## src/rtl/reg_file_mp.sv

```systemverilog
// Multi-port register file with per-port write priority, optional write-to-read
// bypass, optional hardwired-zero r0 and a post-reset sequential clear engine.
module reg_file_mp #(
  parameter int WIDTH   = 32,
  parameter int DEPTH   = 32,
  parameter int NRD     = 2,
  parameter int NWR     = 1,
  parameter bit BYPASS  = 1'b1,
  parameter bit ZERO_R0 = 1'b1,
  localparam int AW     = $clog2(DEPTH)
) (
  input  logic                 clk,
  input  logic                 rst,
  input  logic [NRD*AW-1:0]    i_rd_addr,
  output logic [NRD*WIDTH-1:0] o_rd_data,
  input  logic [NWR*AW-1:0]    i_wr_addr,
  input  logic [NWR*WIDTH-1:0] i_wr_data,
  input  logic [NWR-1:0]       i_wr_en,
  output logic                 o_busy
);

  typedef enum logic {CLEAR, READY} state_t;

  localparam logic [AW:0]   DEPTH_W = (AW+1)'(DEPTH);
  localparam logic [AW-1:0] LAST    = AW'(DEPTH - 1);

  state_t          state, state_nxt;
  logic [AW-1:0]   clr_cnt, clr_cnt_nxt;
  logic            ready;
  logic            clearing;

  logic [WIDTH-1:0] mem [DEPTH];

  logic [AW-1:0]    wa [NWR];
  logic [WIDTH-1:0] wd [NWR];
  logic [NWR-1:0]   wr_ok;
  logic [NWR-1:0]   wr_win;
  logic [AW-1:0]    ra [NRD];

  function automatic logic in_range(input logic [AW-1:0] a);
    return {1'b0, a} < DEPTH_W;
  endfunction

  assign ready    = (state == READY);
  assign clearing = (state == CLEAR) && !rst;
  assign o_busy   = (state == CLEAR);

  // NOTE: sequential state uses non-blocking assignments so every flop samples
  // pre-edge values regardless of block ordering.
  always_ff @(posedge clk) begin
    if (rst) begin
      state   <= CLEAR;
      clr_cnt <= '0;
    end else begin
      state   <= state_nxt;
      clr_cnt <= clr_cnt_nxt;
    end
  end

  // NOTE: every always_comb output gets a default first so no latch is inferred.
  always_comb begin
    state_nxt   = state;
    clr_cnt_nxt = clr_cnt;
    case (state)
      CLEAR: begin
        clr_cnt_nxt = clr_cnt + AW'(1);
        if (clr_cnt == LAST) state_nxt = READY;
      end
      READY:   state_nxt = READY;
      default: state_nxt = CLEAR;
    endcase
  end

  // Qualify each write port, then let the highest-index port win on collisions.
  always_comb begin
    for (int j = 0; j < NWR; j++) begin
      wa[j]    = i_wr_addr[j*AW +: AW];
      wd[j]    = i_wr_data[j*WIDTH +: WIDTH];
      wr_ok[j] = ready && i_wr_en[j] && in_range(wa[j]) && !(ZERO_R0 && (wa[j] == '0));
    end
    wr_win = wr_ok;
    for (int j = 0; j < NWR; j++) begin
      for (int h = j + 1; h < NWR; h++) begin
        if (wr_ok[h] && (wa[h] == wa[j])) wr_win[j] = 1'b0;
      end
    end
  end

  // NOTE: storage has no reset branch so it can map to distributed RAM; the
  // clear engine zeroes it instead.
  always_ff @(posedge clk) begin
    if (clearing) mem[clr_cnt] <= '0;
    for (int j = 0; j < NWR; j++) begin
      if (wr_win[j]) mem[wa[j]] <= wd[j];
    end
  end

  // Ascending scan over write ports makes the last match (highest index) win.
  always_comb begin
    o_rd_data = '0;
    for (int k = 0; k < NRD; k++) begin
      ra[k] = i_rd_addr[k*AW +: AW];
      if (ready && in_range(ra[k]) && !(ZERO_R0 && (ra[k] == '0))) begin
        o_rd_data[k*WIDTH +: WIDTH] = mem[ra[k]];
        if (BYPASS) begin
          for (int j = 0; j < NWR; j++) begin
            if (wr_ok[j] && (wa[j] == ra[k])) o_rd_data[k*WIDTH +: WIDTH] = wd[j];
          end
        end
      end
    end
  end

endmodule

```

## config.mk

```make
export PLATFORM = sky130hd
export DESIGN_NAME = reg_file_mp
export DESIGN_NICKNAME = d
export VERILOG_FILES = /design/src/rtl/reg_file_mp.sv
export SDC_FILE = /design/constraint.sdc
export NUM_CORES = 1
export LEC_CHECK = 0
export BUFFER_PORTS_ARGS = -buffer_cell sky130_fd_sc_hd__buf_2
export CORE_MARGIN = 2
export CORE_UTILIZATION = 46
export DETAILED_ROUTE_END_ITERATION = 12
export SYNTH_ARGS = -nofsm -noshare
export SYNTH_HDL_FRONTEND = slang
export SYNTH_SLANG_ARGS = --single-unit
```

## constraint.sdc

```tcl
create_clock -name clk -period 3.75 [get_ports clk]
set_clock_uncertainty 0.2 [all_clocks]
set_input_delay 0 -clock clk [delete_from_list [all_inputs] [get_ports clk]]
set_output_delay 0 -clock clk [all_outputs]
set_load 0.02 [all_outputs]
```

* After elaboration in Yosys (flattened, before gate mapping)
Memory sizes are Yosys's and may differ from the RTL's. Index checks and enable logic that the tools add are counted. Widths: inputs -> output; s select.
Cells by class: equality and inequality tests 3, reduce and logical (&&, ||, !) cells 15, add/subtract/negate cells 1, muxes and demuxes 13, bitwise operators 1
Operators by type and width (number):
- $mux 32 | 5
- $reduce_or 32->1 | 1
- $logic_not 5->1 | 3
- $eq 5x5->1 | 2
- $logic_and 1x1->1 | 7
- $mux 1 | 6
- $add 5x1->5 const B | 1
- $eq 5x5->1 const B | 1
- $mux 5 | 1
- $logic_not 1->1 | 4
- $pmux 1 s2 | 1
- $not 1->1 | 1
Word-level totals: register bits after elaboration 6, logic and storage cells 36, memories 1, bits in writable memories 1024, output and inout bits 65, bits of input ports 50
Memories:
- mem | depth 32, width 32, rd ports 2, clocked after memory_dff 0, write ports 1, RTL line 32 | logic [WIDTH-1:0] mem [DEPTH];

* Depth between registers and ports, before layout
word-level depth 7, depth in mapped cells 10, depth with buffers taken out 5

* Least setup slack after synthesis
OpenSTA, ideal clock, no wires.
kind in2reg, from input port i_wr_addr[4], to memory mem[23][0], enable pin, buffers on the path 2, data required time 3.129 ns, setup time 0.421 ns, slack 0.213 ns, cell stages on the path 7, arrival time 2.915 ns, cell sequence buf_2 -> or4_1 -> o21a_1 -> mux2i_1 -> or2_2 -> clkbuf_1 -> nor2_1
On the way: longest elaborated chain between the ends 7, elaborated cells on any way between the ends 8, those cells by class mux: 4; reduce/logical: 4
Ends and longest elaborated chain:
- start: declaration | RTL line 16 | input logic [NWR*AW-1:0] i_wr_addr,
- $logic_not 5->1 | RTL line 79 | wr_ok[j] = ready && i_wr_en[j] && in_range(wa[j]) && !(ZERO_R0 && (wa[j] == '0));
- $logic_not 1->1 | RTL line 79
- $logic_and 1x1->1 | RTL line 79
- $mux 1 | RTL line 94 | if (wr_win[j]) mem[wa[j]] <= wd[j];
- $mux 1 (implied by the code) | RTL line 94
- $reduce_or 32->1 (no line)
- $mux 5 (no line) / $mux 1 (equally long branches)
- end: declaration | RTL line 32
Several ways; a longest one is shown, not always the timed one.

* Worst setup path after layout
from register state, in the netlist ready, to output port o_rd_data[8]
On the way: longest elaborated chain between the ends 5, elaborated cells on any way between the ends 6, those cells by class mux: 2; reduce/logical: 4
Ends and longest elaborated chain:
- start: declaration | RTL line 27 | state_t state, state_nxt;
- start signal: assignment | RTL line 55 | state <= state_nxt;
- $logic_and 1x1->1 (2 in series) | RTL line 79
- $logic_and 1x1->1 | RTL line 107 | if (wr_ok[j] && (wa[j] == ra[k])) o_rd_data[k*WIDTH +: WIDTH] = wd[j];
- $mux 32 | RTL line 107
- $mux 32 (*) | RTL line 103 | if (ready && in_range(ra[k]) && !(ZERO_R0 && (ra[k] == '0))) begin
- end: declaration | RTL line 15 | output logic [NRD*WIDTH-1:0] o_rd_data,
Mark *: on every way between the ends. The rest lies on a longest branch, timed or not.

==> metrics.yaml <==
cpPeakStageDelay_ns: 0.53
die_h_um: 331.7
ys_async_sr_fraction: 0
crit_cells: 7
total_number_of_yosys_warnings: 0
ir_worst_vdd_v: 0.0003500
initial_utilization: 0.4628
gpl.final_weighted_congestion: 0.8928
vias: 31213
global_route_wire_length_before_repair_um: 231400
inserted_clock_buffers: 106
groute.usage.overall: 0.2945
nets: 3108
clk_root_buffer_cell: "clkbuf_16"
critPathRequiredTime_ns: 3.55
drt_pre_antenna_iters: 6
r2r_cells: 7
p_clk_frac: 0.420
yosys_most_used_dff: "edfxtp_1"
post-cts-setup-buffer-count: 0
setup-tns-final_ns: 0
r2r_setup_slack_ns: 0.66
floorplan.die_area_um2: 110000
met3RoutedLength_um: 15970
worstPathArrival_ns: 3.45
cellLeakagePower_uw: 0.01822
share_of_layout_cells_above_drive_strength_1: 0.2994
mostFrequentLayoutCell: "edfxtp_1"
maximum_number_of_pins_on_one_net_before_global_route_repair: 58
timing.critical_path.mode_cell: "buf_4"
finalWorstPathRequiredPeriod_ns: 3.654
critical_path.max_fanout: 18
detail_route.drc_violations: 0
io_pins: 115
layout.core_utilization: 0.5316
syn-cell-area_um2: 49400
core_area_um2: 106800
drv_slew: 0
final_cell_mix: "edfxtp_1, mux4_2, mux2i_1"
area_delta_synth_final_pct: 14.86
yosys_register_bits: 1030
route.top_layer_used: "met4"
hold_class: "in2reg"
p_sw_uw: 5669
hold_viol_final: 0
critical_path_buf_inv_count: 3
worst_setup_path_end_kind: "output port"
insertion_delay_ns: 0.68
drt_wl_total_um: 163500
detailedPlacementHpwl_um: 100600
power_frac_seq: 0.502
synth.lib_cells_used.distinct: 56
worst_slew_margin_rel: 0.2299
setup_viol: 0
power.total_uw: 25050
run_status: "completed"
cts_tree: "yes"
syn-mean-instance-area_um2: 17.43
vias_in_the_first_global_route: 31356
synth-seq-area-share: 0.6248
antenna_found_initial: 3
routed-wl-met2_um: 77530
synthesis.instances: 2834
regToRegEndpoint: "mem[26][15]$_DFFE_PP_"
crit_path_start_kind: "register"
routedLengthMet1_um: 63730
clkSinkCount: 1030
mappedNetlistNets: 2886
hold_ws_ns: 0.1009
min_period_over_period: 0.9745
slowest_library_cell_on_the_worst_path: "a21oi_1"
worst_setup_path_endpoint: "o_rd_data[8]"
route.antenna.remaining_nets: 0
timing.rr.start: "ready$_SDFF_PP0_"
wl_per_cell_um: 35.94
port_buffers: 114
critical_path_class: "reg2out"
maxClockFrequency_mhz: 273.6
tightest_slew_ns: 1.155
power.internal_uw: 19380
rows: 120
worst_setup_hold_path_clk_slew_ns: 0.06
antenna_diode_count: 0
critPathTopFamily: "buffers and inverters"
cell_chain_critical_path: "and2_1, o21a_2, buf_4, nand3_4, buf_4, a21oi_1, buf_2"
power.share.combinational: 0.078
detailedRoute.firstIterationViolations: 4346
cellPowerDensity_nw_per_um2: 441.5
clock_path_buffers: 3
setup.worst_path.start: "ready$_SDFF_PP0_"
max_cap_violations: 0
dieWidth_um: 331.7
detail_route.vias_per_cell: 6.862
overflow: 0
rsz0062_at_grt: "no"
ctsHtreeMaxLevel: 3
synth-edff-count: 1024
sw_frac_of_total: 0.2263
[worst min-delay path: stages]
cell	delay [ns]
dlygate4sd3_1	0.52
buf_2	0.15
and2_1	0.19
[sequential cells by signal (all words and copies together) (netlist names)]
signal and flops:
mem 1024, clr_cnt 5, ready 1
[timing repair]
action | 4_1_cts | 5_1_grt
hold endpoints to repair | 1009 | 0
gates resized for setup | 1 | 1
hold buffers | 34 | 0
setup endpoints to repair | 4 | 2
[per-stage QoR]
step                      std cells  area (um^2)  worst slack, ns
final                          4549        56750          0.09561
after global routing           4549        56750         0.001843
after CTS                      4549        56740          0.07730
after detailed placement       4317        52970           0.5821
after global placement         4317        52970           0.6580
after floorplan                2834        49400           0.2134
[power groups by stage]
stage / Sequential [uW] / Clock (uW) / Combinational, uW
after floorplan: 12800 / 0 / 1200
after global placement: 12800 / 0 / 1900
after detailed placement: 12800 / 0 / 1900
after CTS: 12600 / 10600 / 1930
after global routing: 12600 / 11000 / 2020
final: 12600 / 10500 / 1950
[cell usage after synthesis (all sizes together) (3+ instances only)]
library cell | count | area share
nor2 | 106 | 0.0081
a21oi | 80 | 0.0081
nand2b | 5 | 0.00063
and2 | 30 | 0.0038
nor2b | 37 | 0.0047
a21o | 5 | 0.00076
o32ai | 4 | 0.00071
a311oi | 8 | 0.0014
mux2 | 49 | 0.011
o32a | 3 | 0.00061
a211o | 32 | 0.0057
mux4 | 375 | 0.17
nand4 | 17 | 0.0022
o22ai | 48 | 0.0061
a221o | 24 | 0.0049
clkbuf | 121 | 0.0092
a22oi | 47 | 0.0071
and3 | 5 | 0.00063
a211oi | 5 | 0.00076
dfxtp | 6 | 0.0024
or2 | 3 | 0.00038
a221oi | 111 | 0.020
nand3 | 29 | 0.0029
o21bai | 32 | 0.0049
o31a | 8 | 0.0014
inv | 13 | 0.00099
buf | 112 | 0.015
nor3 | 22 | 0.0022
o21ai | 40 | 0.0041
a2111o | 4 | 0.00091
edfxtp | 1024 | 0.62
o21a | 11 | 0.0017
xnor2 | 6 | 0.0011
xor2 | 7 | 0.0012
mux2i | 303 | 0.061
a32oi | 6 | 0.0011
nand2 | 78 | 0.0059
[cells by family after synthesis]
family,share of synthesized area
flip-flops,0.6248
multiplexers,0.2435
AO/OA/AOI/OAI,0.07157
AND/OR/NAND/NOR,0.03232
buffers and inverters,0.02497
XOR/XNOR,0.002305
adder cells (fa/ha/maj),0.0005064
[cell type report]
class                      count  area, um^2
tap                         1403        1755
sequential                  1030       30870
fill                        8323       50000
timing repair buffer         347        2990
clock inverter                62       596.8
clock buffer                 136        2838
multi-input combinational   1558       17650
inverter                      13       50.05
[worst min-delay path by stage]
stage	start	to	cells after the start
floorplan	i_wr_data[13]	o_rd_data[13]	2
finish	i_wr_data[13]	mem[28][13]$_DFFE_PP_	3
global route	i_wr_data[13]	mem[28][13]$_DFFE_PP_	3
CTS	i_wr_data[13]	mem[28][13]$_DFFE_PP_	3
detailed placement	rst	clr_cnt[3]$_SDFFE_PP0N_	2
global placement	rst	clr_cnt[0]$_SDFFE_PP0N_	2
[layer usage]
layer  up-vias  track usage
li1      12447            -
met1     16527       0.4054
met2      1902       0.4690
met3       337      0.05476
met4         0       0.1117
met5         -            0
Power figures use the tool's default switching activity.
